<file path="src/rtl/bit_serial_addsub_pkg.sv">
// Shared definitions for the bit-serial adder/subtractor: default datapath
// width and the control FSM state encoding.
package bit_serial_addsub_pkg;

    // Default datapath width of the core.
    localparam int XLEN = 32;

    // Width of the FSM state register.
    localparam int STATE_W = 2;

    // Control FSM states.
    typedef enum logic [STATE_W-1:0] {
        IDLE = 2'd0,
        RUN  = 2'd1,
        DONE = 2'd2
    } state_t;

endpackage : bit_serial_addsub_pkg

</file>
<file path="src/rtl/bit_serial_addsub_fa_cell.sv">
// Purely combinational single-bit full adder, iterated LSB-first by the
// bit-serial adder/subtractor.
module fa_cell (
    input  logic a,
    input  logic b,
    input  logic cin,
    output logic sum,
    output logic cout
);

    assign sum  = a ^ b ^ cin;
    assign cout = (a & b) | (a & cin) | (b & cin);

endmodule : fa_cell

</file>
<file path="src/rtl/bit_serial_addsub.sv">
// Multi-cycle bit-serial adder/subtractor. Operands arrive on a valid/ready
// handshake, one bit per clock is added LSB-first with a registered carry,
// and the result plus ALU flags leave on a second valid/ready handshake.
module bit_serial_addsub
    import bit_serial_addsub_pkg::*;
#(
    parameter int WIDTH = XLEN,
    parameter int CNT_W = $clog2(WIDTH)
) (
    input  logic             clk,
    input  logic             rst,
    input  logic             in_valid,
    output logic             in_ready,
    input  logic [WIDTH-1:0] op_a,
    input  logic [WIDTH-1:0] op_b,
    input  logic             sub,
    output logic             out_valid,
    input  logic             out_ready,
    output logic [WIDTH-1:0] result,
    output logic             carry_out,
    output logic             overflow,
    output logic             zero
);

    // Counter value seen on the edge that processes the MSB.
    localparam logic [CNT_W-1:0] CNT_LAST = CNT_W'(WIDTH - 1);

    state_t           state_r;
    logic [WIDTH-1:0] shift_a_r;
    logic [WIDTH-1:0] shift_b_r;
    logic [WIDTH-1:0] result_r;
    logic             carry_r;
    logic [CNT_W-1:0] cnt_r;
    logic             carry_out_r;
    logic             overflow_r;
    logic             zero_r;
    logic             out_valid_r;

    logic             sum_s;
    logic             cout_s;
    logic             last_bit_s;
    logic [WIDTH-1:0] result_next_s;

    // The single full-adder cell works on the current LSBs and the stored carry.
    fa_cell u_fa_cell (
        .a    (shift_a_r[0]),
        .b    (shift_b_r[0]),
        .cin  (carry_r),
        .sum  (sum_s),
        .cout (cout_s)
    );

    // Next shifted result and end-of-operation detection for the RUN state.
    always_comb begin
        result_next_s = {sum_s, result_r[WIDTH-1:1]};
        if (cnt_r == CNT_LAST) begin
            last_bit_s = 1'b1;
        end else begin
            last_bit_s = 1'b0;
        end
    end

    // Operands are accepted only in IDLE; ready drops during the reset cycle.
    assign in_ready = (state_r == IDLE) && !rst;

    // Control FSM together with the shift registers, counter, carry and flags.
    always_ff @(posedge clk) begin
        if (rst) begin
            state_r     <= IDLE;
            shift_a_r   <= {WIDTH{1'b0}};
            shift_b_r   <= {WIDTH{1'b0}};
            result_r    <= {WIDTH{1'b0}};
            carry_r     <= 1'b0;
            cnt_r       <= {CNT_W{1'b0}};
            carry_out_r <= 1'b0;
            overflow_r  <= 1'b0;
            zero_r      <= 1'b0;
            out_valid_r <= 1'b0;
        end else begin
            case (state_r)
                IDLE: begin
                    if (in_valid) begin
                        // Subtraction is A + ~B + 1: invert B here, inject the +1 as carry-in.
                        shift_a_r <= op_a;
                        shift_b_r <= sub ? ~op_b : op_b;
                        carry_r   <= sub;
                        cnt_r     <= {CNT_W{1'b0}};
                        state_r   <= RUN;
                    end
                end
                RUN: begin
                    shift_a_r <= {1'b0, shift_a_r[WIDTH-1:1]};
                    shift_b_r <= {1'b0, shift_b_r[WIDTH-1:1]};
                    result_r  <= result_next_s;
                    carry_r   <= cout_s;
                    cnt_r     <= cnt_r + CNT_W'(1'b1);
                    if (last_bit_s) begin
                        // carry_r still holds the carry into the MSB at this edge.
                        carry_out_r <= cout_s;
                        overflow_r  <= carry_r ^ cout_s;
                        zero_r      <= (result_next_s == {WIDTH{1'b0}});
                        out_valid_r <= 1'b1;
                        state_r     <= DONE;
                    end
                end
                DONE: begin
                    if (out_ready) begin
                        out_valid_r <= 1'b0;
                        state_r     <= IDLE;
                    end
                end
                default: begin
                    out_valid_r <= 1'b0;
                    state_r     <= IDLE;
                end
            endcase
        end
    end

    assign out_valid = out_valid_r;
    assign result    = result_r;
    assign carry_out = carry_out_r;
    assign overflow  = overflow_r;
    assign zero      = zero_r;

endmodule : bit_serial_addsub
</file>
<file path="config.mk">
export PLATFORM = sky130hd
export DESIGN_NAME = bit_serial_addsub
export DESIGN_NICKNAME = d
export VERILOG_FILES = /design/src/rtl/bit_serial_addsub_pkg.sv /design/src/rtl/bit_serial_addsub_fa_cell.sv /design/src/rtl/bit_serial_addsub.sv
export SDC_FILE = /design/constraint.sdc
export NUM_CORES = 1
export LEC_CHECK = 0
export CAP_MARGIN = 20
export CORE_AREA = 4 4 99 101
export DETAILED_ROUTE_END_ITERATION = 10
export DIE_AREA = 0 0 103 105
export PLACE_DENSITY = 0.92
export SLEW_MARGIN = 40
export SYNTH_ARGS = -nofsm -noshare
export SYNTH_HDL_FRONTEND = slang
export SYNTH_SLANG_ARGS = --single-unit
</file>
<file path="constraint.sdc">
create_clock -name clk -period 5.7 [get_ports clk]
set_input_delay 0.855 -clock clk [delete_from_list [all_inputs] [get_ports clk]]
set_output_delay 0.855 -clock clk [all_outputs]
set_load 0.01 [all_outputs]
</file>
==> results.toml <==
[status]
status = "finished, final reports clean"

[worst_setup_path]
worstSetupPathType = "reg2out"
reg2reg_depth = 5
critPathSlowestCell = "clkdlybuf4s50_1"
required_ns = 4.85
crit_end = "in_ready"
arrival_ns = 1.86
path_cells = "buf_4, nor3_1, clkdlybuf4s50_1"
start_kind = "register"
critical-path-max-stage-delay_ns = 0.61
crit_fanout = 33
setup.worst_path.start = "state_r[0]$_SDFFE_PP0P_"
r2r-start = "carry_r$_SDFFE_PP0P_"
r2r_slack_ns = 3.58
r2r-end = "zero$_SDFFE_PP0P_"
cp-end-kind = "output port"

[sta]
fin_setup_tns_ns = 0
fmax_mhz = 369
finalCriticalPeriod_ns = 2.71
rsz0062_at_grt = "false"
timing.final.hold_violations = 0
hold_ws_ns = 0.464
skew_ns = 0.0147
post-route-period-util_pct = 47.6
worst_slew_pin_slew_ns = 0.760
setup_viol = 0
relSlewSlack_pct = 49.4
slew_viol_final = 0

[clock_tree]
cts_hold_buf = 0
clk_latency_ns = 0.36
cts_root_buf = "clkbuf_8"
path_clk_slew_ns = 0.10
htreeDepth = 3
cts_resized = 0
cts_tree = "done"
cts_setup_buffers = 0
cts_buffer_depth = 2
clkSinkCount = 108
cts_buffers = 9

[floorplanning]
initial_core_util_pct = 53.9
ioPinCount = 106
placementRows = 35
die_x_um = 103
die_area_sq_mm = 0.0108
core_area_sq_mm = 0.00902
dieHeight_um = 105

[cells_and_area]
nets = 738
layout_commonest_cell = "nor2_1"
fin_util_pct = 67.5
final_cell_mix = "nor2_1, dfxtp_1, clkdlybuf4s50_1, a21oi_1, nand2_1"
antennaDiodeCount = 0
area_delta_synth_final_pct = 25.3
final_layout_size_suffix_gt1_share_pct = 6.41

[routing]
wl_per_cell_um = 15.2
drtPass1Iterations = 8
vias = 4575
via_per_inst = 5.85
drcViolationCount = 0
final_antenna_net_count = 0
drt_iter0_drc = 425
routed_wl_um = 11900

[global_routing]
grt_usage_pct = 21.6
grt_pass1_wl_um = 19300
grt.overflow.total = 0
grt_pass1_vias = 4315
grt_max_degree = 109
grt_antenna_before_repair = 0

[yosys]
synth_top_family_by_area = "compound AO/OA/AOI/OAI gates"
synth_compound_area_share_pct = 23.5
synth_area_sq_mm = 0.00486
synthAdderAreaFrac_pct = 0.927
yosysTopAreaCellShare_pct = 44.5
synth_area_leaders = "dfxtp_1, a21oi_1, nor2_1"
ys_ff_latch = 108
synth.area.mux_share_pct = 0.232
avgSynthCellArea_sq_um = 8.07
synth_seq_area_share_pct = 44.5
ys_warn_count = 0
syn-num-nets = 674
yosys.area.top_type = "dfxtp_1"
synth-xor-area-share_pct = 5.95
synth_cells = 602
yosys.area_share.simple_pct = 18.3
synth_cell_types = 31

[placed_design]
hpwl_um = 7680
port_buffers = 105
gp_congestion = 0.793

[hold_path]
hold_start = "carry_out$_SDFFE_PP0P_"
hold_path.class = "reg2reg"

[run]
timing.max_cap.violations = 0

[pwr]
power.internal_mw = 1.12
p_leak_nw = 2.28
p_sw_share_pct = 27.4
ir_drop_uv = 172
switchingPower_mw = 0.422
pwr-share-comb_pct = 16.1
p_per_area_mw_per_mm2 = 253
seqPwrFrac_pct = 53.6
clockPowerShare_pct = 30.3
[power groups by stage]
stage / registers, mW / clock network (mW) / logic, mW
finish: 0.826 / 0.468 / 0.248
floorplan: 0.834 / 0 / 0.162
detailed placement: 0.842 / 0 / 0.242
CTS: 0.825 / 0.477 / 0.244
global route: 0.831 / 0.507 / 0.276
global placement: 0.839 / 0 / 0.231
[worst max-delay path, delay by kind of cell, from the launching register on]
kind / cells / cell delay, ns
and+or+nand+nor: 1 / 0.30
buffers and inverters: 2 / 0.87
DFF: 1 / 0.34
[Yosys cell counts]
master / number
nand3_1: 3
a31oi_1: 1
nand2_1: 66
a222oi_1: 31
nand4_1: 2
fa_1: 1
and3_1: 1
nor4_1: 6
o31ai_2: 1
mux2_1: 1
buf_1: 1
o21bai_1: 1
inv_1: 20
nor2b_1: 15
a21oi_1: 88
a2bb2oi_1: 1
buf_2: 22
o21ai_0: 8
nand2b_1: 2
o22ai_1: 6
a2111oi_0: 13
o221a_2: 12
or4_1: 2
ha_1: 2
nor2_1: 109
nand3b_1: 2
xor2_1: 33
a22oi_1: 4
clkbuf_1: 35
dfxtp_1: 108
nor3_1: 5
[worst min path at each step]
stage                                       to  cells after the start
floorplan           shift_a_r[16]$_SDFFE_PP0P_                      2
global placement        result[0]$_SDFFE_PP0P_                      2
detailed placement      carry_out$_SDFFE_PP0P_                      2
CTS                     carry_out$_SDFFE_PP0P_                      2
global route            result[0]$_SDFFE_PP0P_                      2
finish                  carry_out$_SDFFE_PP0P_                      2
[per-layer routing]
| layer | up-vias | global-route usage [%] | part of all wire (%) | routed length, um |
|---|---|---|---|---|
| met3 | 21 | 3.20 | 6.2 | 732 |
| met2 | 170 | 36.2 | 50 | 5930 |
| li1 | 2238 | - | - | - |
| met4 | 0 | 9.16 | 1.7 | 199 |
| met5 | - | 0 | 0 | 0 |
| met1 | 2146 | 27.1 | 42 | 5030 |
[layout make-up]
cell class | instances | area (sq um)
multi-input combinational | 416 | 2400
clock buffer | 9 | 124
fill | 738 | 2930
tap | 111 | 139
timing repair buffer | 111 | 1110
inverter | 20 | 75.1
clock inverter | 7 | 76.3
sequential | 108 | 2170
[cell families after synthesis]
group / count (synthesis)
AO/OA/AOI/OAI: 166
multiplexers: 1
adder cells (fa/ha/maj): 3
flip-flops: 108
buffers and inverters: 78
XOR/XNOR: 33
AND/OR/NAND/NOR: 213
[registers in the layout (all words and copies together), names as in the netlist]
signal,count
result,32
shift_a_r,32
shift_b_r,32
cnt_r,5
state_r,2
carry_out,1
carry_r,1
out_valid,1
overflow,1
zero,1
[per-stage QoR]
step | worst slack [ns] | total power [mW] | std cells | area (sq um)
after global placement | 2.72 | 1.07 | 765 | 5850
after global routing | 2.89 | 1.61 | 782 | 6090
final | 2.99 | 1.54 | 782 | 6090
after CTS | 2.98 | 1.55 | 781 | 6060
after floorplan | 3.38 | 0.996 | 602 | 4860
after detailed placement | 2.94 | 1.08 | 765 | 5860
Note: power is estimated with default switching activity, not from simulation.
